==> src/rtl/binary_decoder_pkg.sv <==
// Shared constants, button indices and the repeat FSM state type for the
// binary value front end.
package binary_decoder_pkg;

  localparam int NUM_BUTTONS = 4;

  localparam int BTN_UP    = 0;
  localparam int BTN_DOWN  = 1;
  localparam int BTN_LOAD  = 2;
  localparam int BTN_CLEAR = 3;

  localparam int DEFAULT_DEBOUNCE_CYCLES = 1_000_000;
  localparam int DEFAULT_REPEAT_DELAY    = 50_000_000;
  localparam int DEFAULT_REPEAT_PERIOD   = 10_000_000;

  typedef enum logic [1:0] {
    REP_IDLE   = 2'd0,
    REP_HELD   = 2'd1,
    REP_REPEAT = 2'd2
  } repeatState_t;

  // Modular 8-bit step; simultaneous up and down cancel out.
  function automatic logic [7:0] stepValue(input logic [7:0] current,
                                           input logic       stepUp,
                                           input logic       stepDown);
    logic [7:0] result;
    result = current;
    if (stepUp && !stepDown) begin
      result = current + 8'd1;
    end else if (stepDown && !stepUp) begin
      result = current - 8'd1;
    end
    return result;
  endfunction

endpackage

==> src/rtl/button_debouncer.sv <==
// Two-flop synchronizer followed by a debounce counter; emits the accepted
// level and a single-cycle pulse on each accepted press.
module button_debouncer
  import binary_decoder_pkg::*;
#(
  parameter int DEBOUNCE_CYCLES = DEFAULT_DEBOUNCE_CYCLES
) (
  input  logic clock,
  input  logic reset,
  input  logic raw,
  output logic level,
  output logic press
);

  localparam int CNT_W = (DEBOUNCE_CYCLES > 2) ? $clog2(DEBOUNCE_CYCLES) : 1;
  localparam logic [CNT_W-1:0] CNT_LAST = CNT_W'(DEBOUNCE_CYCLES - 1);

  logic             syncStage1;
  logic             syncStage2;
  logic [CNT_W-1:0] stableCount;

  // Synchronize the raw pin, then flip the accepted level only after the
  // synchronized level has disagreed with it for a full run of cycles.
  always_ff @(posedge clock) begin
    if (reset) begin
      syncStage1  <= 1'b0;
      syncStage2  <= 1'b0;
      stableCount <= '0;
      level       <= 1'b0;
      press       <= 1'b0;
    end else begin
      syncStage1 <= raw;
      syncStage2 <= syncStage1;
      press      <= 1'b0;
      if (syncStage2 != level) begin
        if (stableCount == CNT_LAST) begin
          level       <= syncStage2;
          press       <= syncStage2;
          stableCount <= '0;
        end else begin
          stableCount <= stableCount + 1'b1;
        end
      end else begin
        stableCount <= '0;
      end
    end
  end

endmodule

==> src/rtl/binary_value_encoder.sv <==
// Button front end: debounces four push-buttons, runs auto-repeat for
// up/down and maintains the registered 8-bit value for the display decoder.
module binary_value_encoder
  import binary_decoder_pkg::*;
#(
  parameter int DEBOUNCE_CYCLES = DEFAULT_DEBOUNCE_CYCLES,
  parameter int REPEAT_DELAY    = DEFAULT_REPEAT_DELAY,
  parameter int REPEAT_PERIOD   = DEFAULT_REPEAT_PERIOD
) (
  input  logic       clock,
  input  logic       reset,
  input  logic [7:0] switches,
  input  logic       btnUp,
  input  logic       btnDown,
  input  logic       btnLoad,
  input  logic       btnClear,
  output logic [7:0] value,
  output logic       valueChanged,
  output logic [3:0] buttonsHeld
);

  localparam int REPEAT_MAX = (REPEAT_DELAY > REPEAT_PERIOD) ? REPEAT_DELAY : REPEAT_PERIOD;
  localparam int REP_W      = $clog2(REPEAT_MAX + 1);
  localparam logic [REP_W-1:0] DELAY_LAST  = REP_W'(REPEAT_DELAY - 1);
  localparam logic [REP_W-1:0] PERIOD_LAST = REP_W'(REPEAT_PERIOD - 1);

  logic [NUM_BUTTONS-1:0] rawButtons;
  logic [NUM_BUTTONS-1:0] heldLevels;
  logic [NUM_BUTTONS-1:0] pressPulse;

  repeatState_t     repState     [2];
  repeatState_t     repStateNext [2];
  logic [REP_W-1:0] repCount     [2];
  logic [REP_W-1:0] repCountNext [2];
  logic [1:0]       stepReq;
  logic [7:0]       valueNext;

  assign rawButtons  = {btnClear, btnLoad, btnDown, btnUp};
  assign buttonsHeld = heldLevels;

  for (genvar b = 0; b < NUM_BUTTONS; b++) begin : gDebounce
    button_debouncer #(
      .DEBOUNCE_CYCLES(DEBOUNCE_CYCLES)
    ) uDebouncer (
      .clock(clock),
      .reset(reset),
      .raw  (rawButtons[b]),
      .level(heldLevels[b]),
      .press(pressPulse[b])
    );
  end

  // State and counter registers for the up (0) and down (1) repeat FSMs.
  always_ff @(posedge clock) begin
    if (reset) begin
      for (int i = 0; i < 2; i++) begin
        repState[i] <= REP_IDLE;
        repCount[i] <= '0;
      end
    end else begin
      for (int i = 0; i < 2; i++) begin
        repState[i] <= repStateNext[i];
        repCount[i] <= repCountNext[i];
      end
    end
  end

  // Repeat FSM: step on press, again after the initial delay, then once per
  // period until the debounced button is released.
  always_comb begin
    for (int i = 0; i < 2; i++) begin
      repStateNext[i] = repState[i];
      repCountNext[i] = repCount[i];
      stepReq[i]      = 1'b0;
      case (repState[i])
        REP_IDLE: begin
          repCountNext[i] = '0;
          if (pressPulse[i]) begin
            repStateNext[i] = REP_HELD;
            stepReq[i]      = 1'b1;
          end
        end
        REP_HELD: begin
          if (!heldLevels[i]) begin
            repStateNext[i] = REP_IDLE;
            repCountNext[i] = '0;
          end else if (repCount[i] == DELAY_LAST) begin
            repStateNext[i] = REP_REPEAT;
            repCountNext[i] = '0;
            stepReq[i]      = 1'b1;
          end else begin
            repCountNext[i] = repCount[i] + 1'b1;
          end
        end
        REP_REPEAT: begin
          if (!heldLevels[i]) begin
            repStateNext[i] = REP_IDLE;
            repCountNext[i] = '0;
          end else if (repCount[i] == PERIOD_LAST) begin
            repCountNext[i] = '0;
            stepReq[i]      = 1'b1;
          end else begin
            repCountNext[i] = repCount[i] + 1'b1;
          end
        end
        default: begin
          repStateNext[i] = REP_IDLE;
          repCountNext[i] = '0;
        end
      endcase
    end
  end

  // Pick the next value with clear over load over stepping.
  always_comb begin
    valueNext = value;
    if (pressPulse[BTN_CLEAR]) begin
      valueNext = 8'd0;
    end else if (pressPulse[BTN_LOAD]) begin
      valueNext = switches;
    end else begin
      valueNext = stepValue(value, stepReq[BTN_UP], stepReq[BTN_DOWN]);
    end
  end

  // Value register; the change flag is high only when the stored value moves.
  always_ff @(posedge clock) begin
    if (reset) begin
      value        <= 8'd0;
      valueChanged <= 1'b0;
    end else begin
      value        <= valueNext;
      valueChanged <= (valueNext != value);
    end
  end

endmodule

==> config.mk <==
export PLATFORM = sky130hd
export DESIGN_NAME = binary_value_encoder
export DESIGN_NICKNAME = d
export VERILOG_FILES = /design/src/rtl/binary_decoder_pkg.sv /design/src/rtl/button_debouncer.sv /design/src/rtl/binary_value_encoder.sv
export SDC_FILE = /design/constraint.sdc
export NUM_CORES = 1
export LEC_CHECK = 0
export ABC_AREA = 1
export BUFFER_PORTS_ARGS = -buffer_cell sky130_fd_sc_hd__buf_2
export CAP_MARGIN = 15
export CORE_ASPECT_RATIO = 0.75
export CORE_MARGIN = 4
export CORE_UTILIZATION = 56
export CTS_CLUSTER_SIZE = 40
export DETAILED_ROUTE_END_ITERATION = 12
export PLACE_DENSITY = 0.83
export SLEW_MARGIN = 20
export SYNTH_ARGS = -nofsm -noshare
export SYNTH_HDL_FRONTEND = slang
export SYNTH_SLANG_ARGS = --single-unit
==> constraint.sdc <==
create_clock -name clock -period 1.98 [get_ports clock]
set_input_delay 0.198 -clock clock [delete_from_list [all_inputs] [get_ports clock]]
set_output_delay 0.198 -clock clock [all_outputs]
set_load 0.01 [all_outputs]
==> metrics.yaml, run 1 <==
outcome: "did not finish"
haltStage: "global routing"
error: "[ERROR GRT-0232] Routing congestion too high. Check the congestion heatmap in the GUI."
die_height_um: 112
grt_usage: 0.817
start_util: 0.581
grt_start_max_net_pins: 29
place.port_buffers: 26
worst_endpoint: "valueChanged$_SDFF_PP0_/D"
syn_area_sq_um: 8120
pin_count: 27
ys_ff_latch: 161
cts_buffers: 17
clk_path_buf_depth: 2
cts_max_level: 4
fp.dieW_um: 147
yosysTopAreaCell: "dfxtp_1"
synth-edff-count: 0
clock-sinks: 161
endpoint_type: "register data pin"
ys_types: 51
root_buffer: "clkbuf_16"
synthFlopType: "dfxtp_1"
synth_nets: 1163
avgSynthCellArea_sq_um: 7.17
place_congestion: 0.917
yosysWarnings: 0
netlist_top_cells_area: "dfxtp_1 (40%), nand2_1 (9.1%), nor2_1 (8.8%)"
num_rows: 37
grt_overflow: 509
hpwl_um: 13600
ys_async_sr_fraction: 0
syn_inst: 1133
synth.top_cell.area_share: 0.397
synth-seq-area-share: 0.397
==> layer usage <==
layer,track usage,GRT overflow
met3,0.667,6
met4,0.898,133
met1,0.773,6
met2,1.02,364
met5,0.124,0
==> cells in the mapped netlist (all sizes together) (2+ instances only) <==
cell type / count
nand2: 207
nor2: 200
inv: 168
dfxtp: 161
nand3: 87
nor3: 60
a21oi: 52
nor3b: 32
xor2: 20
nand4: 19
nor4: 18
ha: 16
clkbuf: 15
o21ai: 12
xnor2: 11
buf: 8
or2: 6
a31oi: 5
and3: 5
nand3b: 5
a211oi: 4
o21bai: 4
o21a: 3
o22ai: 3
o31ai: 2
==> cells by family after synthesis <==
| group | Yosys count | synth area share |
|---|---|---|
| XOR/XNOR | 31 | 0.0334 |
| adder cells (fa/ha/maj) | 16 | 0.0246 |
| buffers and inverters | 193 | 0.0978 |
| AO/OA/AOI/OAI | 91 | 0.0665 |
| flip-flops | 161 | 0.397 |
| AND/OR/NAND/NOR | 641 | 0.381 |
==> stage by stage <==
stage	area [sq um]	cells	setup TNS, ps	worst slack (ps)	util
after floorplan	8150	1133	-194	-147	-
after global placement	9760	1512	-4040	-292	0.698
after detailed placement	9760	1512	-7950	-466	0.698
after CTS	11900	1651	-8330	-365	0.850
==> repair_timing <==
| action | CTS |
|---|---|
| resized for setup | 167 |
| pin swaps | 84 |
| hold endpoints to repair | 3 |
| setup buffers | 111 |
| setup endpoints to repair | 64 |
| cloned | 6 |
| hold buffers | 3 |
==> inputs of run 2 (changes only) <==
- CORE_ASPECT_RATIO: 0.75 -> default
- CORE_UTILIZATION: 56 -> 40
- CTS_CLUSTER_SIZE: 40 -> default
- PLACE_DENSITY: 0.83 -> default
- PLACE_DENSITY_LB_ADDON: default -> 0.15
- clock period: 1.98 -> 2.55 ns (I/O delays scaled with it)
==> metrics.yaml, run 2 <==
die_area_sq_um: 22700
final_cells: 1464
yosysTopAreaCell: "dfxtp_1"
hp-class: "in2reg"
worst_slew_pin_slew_ps: 681
postRouteAntennaNets: 0
diodes: 0
die_height_um: 151
timing.fmax_ghz: 0.416
synthFlopType: "dfxtp_1"
clock-sinks: 161
grt_pass1_wl_um: 28300
vias_per_cell: 4.69
drive_gt1_frac: 0.163
fp.dieW_um: 151
r2r-end: "valueChanged$_SDFF_PP0_"
hold_violations: 0
hpwl_um: 11700
antenna_found_initial: 0
criticalPathCategory: "reg2reg"
grt_usage: 0.151
min_period_ps: 2410
path_clk_slew_ps: 60
met1_usage: 0.193
finalPower_mw: 5.47
setup_violations: 0
cts_buffers: 17
outcome: "complete, no violations"
grt_start_max_net_pins: 29
dp_slack_ps: 11.0
r2r-start: "repCount[0][0]$_SDFF_PP0_"
drv_cap: 0
slew_headroom: 0.545
drc_errors: 0
grt_overflow: 0
regMostFlops: "gDebounce.uDebouncer.stableCount"
leakage_nw: 3.45
pin_count: 27
synth-seq-area-share: 0.397
ff2ff_setup_slack_ps: 140
use_met3: 0.0376
num_rows: 51
crit_end: "valueChanged$_SDFF_PP0_"
tns_ps: 0
synth.top_cell.area_share: 0.397
root_buffer: "clkbuf_16"
skew_ps: 12.8
reg2reg_depth: 21
clock_latency_ps: 430
synth_nets: 1163
whs_ps: 40.7
ys_types: 51
largest_registers: "gDebounce.uDebouncer.stableCount: 80 flops, repCount: 52 flops, value: 8 flops"
synth_most_common_cell: "nand2_1"
start_kind: "flop"
n_fill_cell: 1975
cts_max_level: 4
avgSynthCellArea_sq_um: 7.17
dr.pass1.iters: 4
core_area_sq_um: 19700
hold_start: "btnClear"
rsz0062_at_grt: "yes"
area_growth_pct: 16.7
drt_iter0_drc: 313
start_util: 0.412
powerDensity_nw_per_um2: 577
required_ps: 2850
place.port_buffers: 26
final_cell_mix: "nand2_1 (183), nor2_1 (183), inv_1 (158)"
via_count: 6861
place_congestion: 0.813
critPathLaunch: "repCount[0][0]$_SDFF_PP0_"
cts_tree: "done"
ys_ff_latch: 161
cts_hold_buf: 0
end_kind: "flop"
use_met2: 0.246
nets: 1216
synth-edff-count: 0
clk_path_buf_depth: 2
syn_area_sq_um: 8120
dp.cells: 1424
syn_inst: 1133
maxSlewViolCount: 0
setup_ws_ps: 144
finalWirelength_um: 16300
synth_common_cells: "nand2_1 (198), nor2_1 (190), dfxtp_1 (161)"
wl_per_cell_um: 11.1
cp.arrival_ps: 2710
grt_busiest_layer: "met2"
cp_max_fo: 5
netlist_top_cells_area: "dfxtp_1 (40%), nand2_1 (9.1%), nor2_1 (8.8%)"
yosysWarnings: 0
largest_reg_flops: 80
grt_pass1_vias: 6414
period_share: 0.944
ys_async_sr_fraction: 0
peakVddDrop_uv: 441
## run 2: cell counts after synthesis
Identical to the previous run, type by type.
## run 2: critical path, stage by stage, from the launching register on
cell and delay, ps:
dfxtp_2 350, ha_4 140, nand2_2 80, nor2_4 120, nand2_2 80, nor2_1 90, nand2_1 80, nand2_2 80
nand3_4 100, a21oi_4 270, buf_4 160, nand3_2 70, nand2_1 90, nand2_1 70, nand3_2 80, nand2_1 80
nand2_1 60, nand2_1 40, nor2_1 80, nand2_1 50, nor2_1 80, nor2_1 40
## run 2: routing by layer
metal	vias up	share of wire	wire, um
li1	3759	-	-
met1	3026	0.50	8060
met2	60	0.46	7450
met3	16	0.031	510
met4	0	0.014	227
met5	-	0	0
## run 2: where the power goes
group	leakage, nW	internal, mW	switching, mW
sequential	1.30	2.55	0.0268
combinational	1.85	0.112	0.162
clock	0.295	1.50	1.12
## run 2: timing repair
| action | 4_1_cts | 5_1_grt |
|---|---|---|
| endpoints found under the setup margin | 0 | 10 |
| resized for setup | 0 | 53 |
| buffers inserted | 0 | 7 |
## run 2: worst min path at each step
stage / endpoint / slack (ps) / cells past startpoint
2_1_floorplan: gDebounce[0].uDebouncer.syncStage1$_SDFF_PP0_ / 360 / 2
3_3_place_gp: gDebounce[3].uDebouncer.syncStage2$_SDFF_PP0_ / 390 / 2
3_5_place_dp: gDebounce[1].uDebouncer.syncStage2$_SDFF_PP0_ / 400 / 2
4_1_cts: gDebounce[3].uDebouncer.syncStage1$_SDFF_PP0_ / 20 / 3
5_1_grt: gDebounce[1].uDebouncer.syncStage1$_SDFF_PP0_ / 30 / 3
6_report: gDebounce[3].uDebouncer.syncStage1$_SDFF_PP0_ / 40 / 3
## run 2: layout make-up
type                    count  area [sq um]  area share
multi-input cells         780          4290       0.453
flip-flops and latches    161          3230       0.341
inverters                 169           634      0.0669
clock buffers              18           439      0.0463
repair buffers             57           383      0.0404
well taps                 265           332      0.0350
clock inverters            14           163      0.0172
## run 2: metrics by stage
step	util	instance area, sq um
3_3_place_gp	0.437	8620
6_report	0.481	9480
5_1_grt	0.481	9480
2_1_floorplan	-	8120
3_5_place_dp	0.437	8620
4_1_cts	0.468	9220
## run 2: logic make-up (layout without fill, tap and decap cells)
| group | after synthesis | after routing | synth area share |
|---|---|---|---|
| fa+ha+maj | 16 | 16 | 0.0246 |
| buf+inv | 193 | 258 | 0.0978 |
| simple gates | 641 | 641 | 0.381 |
| xor+xnor | 31 | 31 | 0.0334 |
| flops | 161 | 161 | 0.397 |
| compound gates | 91 | 92 | 0.0665 |
Note: power is estimated with default switching activity, not from simulation.
==> inputs of run 3 (changes only) <==
- CELL_PAD_IN_SITES_DETAIL_PLACEMENT: default -> 0
- CELL_PAD_IN_SITES_GLOBAL_PLACEMENT: default -> 1
==> metrics.yaml, run 3 (synthesized netlist as in run 2, its figures left out) <==
start_kind: "flop"
r2r-end: "valueChanged$_SDFF_PP0_"
grt_overflow: 0
timing.fmax_ghz: 0.402
skew_ps: 15.6
maxSlewViolCount: 0
tns_ps: 0
die_area_sq_um: 22700
grt_pass1_vias: 6450
clock_latency_ps: 420
whs_ps: 19.9
r2r-start: "repCount[0][0]$_SDFF_PP0_"
powerDensity_nw_per_um2: 558
slew_headroom: 0.624
area_growth_pct: 15.7
dr.pass1.iters: 5
cp_cell_sequence: "ha_4, nand2_4, nor2_4, nand2_2, nor2_1, nand2_1, nand2_1, nand3_2, a21oi_4, clkbuf_16, nand3_4, nand2_2, nand2_2, nand3_2, nand2_2, nand2_1, nand2_1, nor2_1, nand2_1, nor2_2, nor2_1"
clk_path_buf_depth: 2
hold_path_end: "gDebounce[1].uDebouncer.syncStage1$_SDFF_PP0_"
grt_pass1_wl_um: 29100
setup_ws_ps: 63.9
drive_gt1_frac: 0.157
leakage_nw: 3.41
power.share.clock: 0.460
largest_reg_flops: 80
postRouteAntennaNets: 0
pin_count: 27
drt_iter0_drc: 255
core_area_sq_um: 19700
nets: 1212
hpwl_um: 12200
cts_max_level: 4
min_period_ps: 2490
die_height_um: 151
peakVddDrop_uv: 462
finalPower_mw: 5.24
root_buffer: "clkbuf_16"
cp_max_fo: 6
criticalPathCategory: "reg2reg"
fp.dieW_um: 151
largest_registers: "gDebounce.uDebouncer.stableCount: 80 flops, repCount: 52 flops, value: 8 flops"
end_kind: "flop"
antenna_found_initial: 0
crit_top_cell: "nand2_1"
diodes: 0
start_util: 0.412
pwr-share-seq: 0.490
grt_start_max_net_pins: 27
intPower_mw: 3.94
regMostFlops: "gDebounce.uDebouncer.stableCount"
final_common_cell: "nand2_1"
pwr-share-comb: 0.050
p_switching_mw: 1.30
rsz0062_at_grt: "yes"
path_clk_slew_ps: 70
place.port_buffers: 26
final_cells: 1460
swShare: 0.249
setup_violations: 0
period_share: 0.975
drv_cap: 0
dp.cells: 1426
cp.arrival_ps: 2800
cts_buffers: 17
wl_per_cell_um: 11.5
required_ps: 2860
critPathMaxStageDelay_ps: 360
outcome: "complete, no violations"
hold_violations: 0
cp_slowest_cell: "dfxtp_2"
final_cell_mix: "nand2_1 (184), nor2_1 (179), dfxtp_1 (159)"
worst_slew_pin_slew_ps: 563
hold_start: "btnDown"
drc_errors: 0
place_congestion: 0.783
hp-class: "in2reg"
reg2reg_depth: 21
ff2ff_setup_slack_ps: 60
num_rows: 51
dp_slack_ps: 125
cts_hold_buf: 0
finalWirelength_um: 16700
cts_tree: "done"
clock-sinks: 161
grt_usage: 0.155
via_count: 6823
hold_depth: 3
vias_per_cell: 4.67
==> run 3: cell count changes in the layout (fill, tap and decap cells not counted), sizes merged <==
cell and change:
a21oi -1, buf -4, bufinv -2, clkbuf +2
clkinv -1, clkinvlp +2
==> run 3: power by group through the flow <==
stage                     Combinational [mW]  Sequential, mW  Clock (mW)
after floorplan                        0.190            2.63           0
after global placement                 0.261            2.63           0
after detailed placement               0.257            2.63           0
after CTS                              0.259            2.57        2.48
after global routing                   0.305            2.57        2.60
final                                  0.263            2.57        2.41
==> run 3: how the worst max path moves through the flow <==
stage,startpoint,endpoint,slack [ps],depth (start not counted)
2_1_floorplan,repCount[0][0]$_SDFF_PP0_,valueChanged$_SDFF_PP0_,400,21
3_3_place_gp,repCount[0][0]$_SDFF_PP0_,valueChanged$_SDFF_PP0_,160,21
3_5_place_dp,repCount[0][0]$_SDFF_PP0_,valueChanged$_SDFF_PP0_,120,21
4_1_cts,repCount[0][0]$_SDFF_PP0_,valueChanged$_SDFF_PP0_,120,21
5_1_grt,repCount[0][0]$_SDFF_PP0_,valueChanged$_SDFF_PP0_,-120,21
6_report,repCount[0][0]$_SDFF_PP0_,valueChanged$_SDFF_PP0_,60,21
==> run 3: worst max-delay path, delay by kind of cell (launching register included) <==
family / cells / cell delay [ps]
AND/OR/NAND/NOR: 18 / 1390
flip-flops: 1 / 360
AO/OA/AOI/OAI: 1 / 270
buffers and inverters: 1 / 200
adder cells (fa/ha/maj): 1 / 150
==> run 3: layout make-up <==
class / instances / area, sq um
multi-input combinational: 779 / 4270
clock inverter: 13 / 118
clock buffer: 19 / 433
fill: 2037 / 10300
tap: 265 / 332
sequential: 161 / 3230
inverter: 169 / 634
timing repair buffer: 54 / 383
==> run 3: metrics by stage <==
step           cell area, sq um   util
3_3_place_gp               8640  0.438
6_report                   9400  0.477
5_1_grt                    9400  0.477
4_1_cts                    9200  0.466
3_5_place_dp               8640  0.438
2_1_floorplan              8120      -
==> run 3: timing repair <==
action,4_1_cts,5_1_grt
resized for setup,0,46
endpoints found under the setup margin,0,9
buffers inserted,0,1
==> run 3: layer usage <==
layer | up-vias | wire [um] | global-route usage
li1 | 3732 | - | -
met1 | 3037 | 8430 | 0.208
met2 | 52 | 7820 | 0.253
met3 | 2 | 431 | 0.0355
met4 | 0 | 68 | 0.0407
met5 | - | 0 | 0
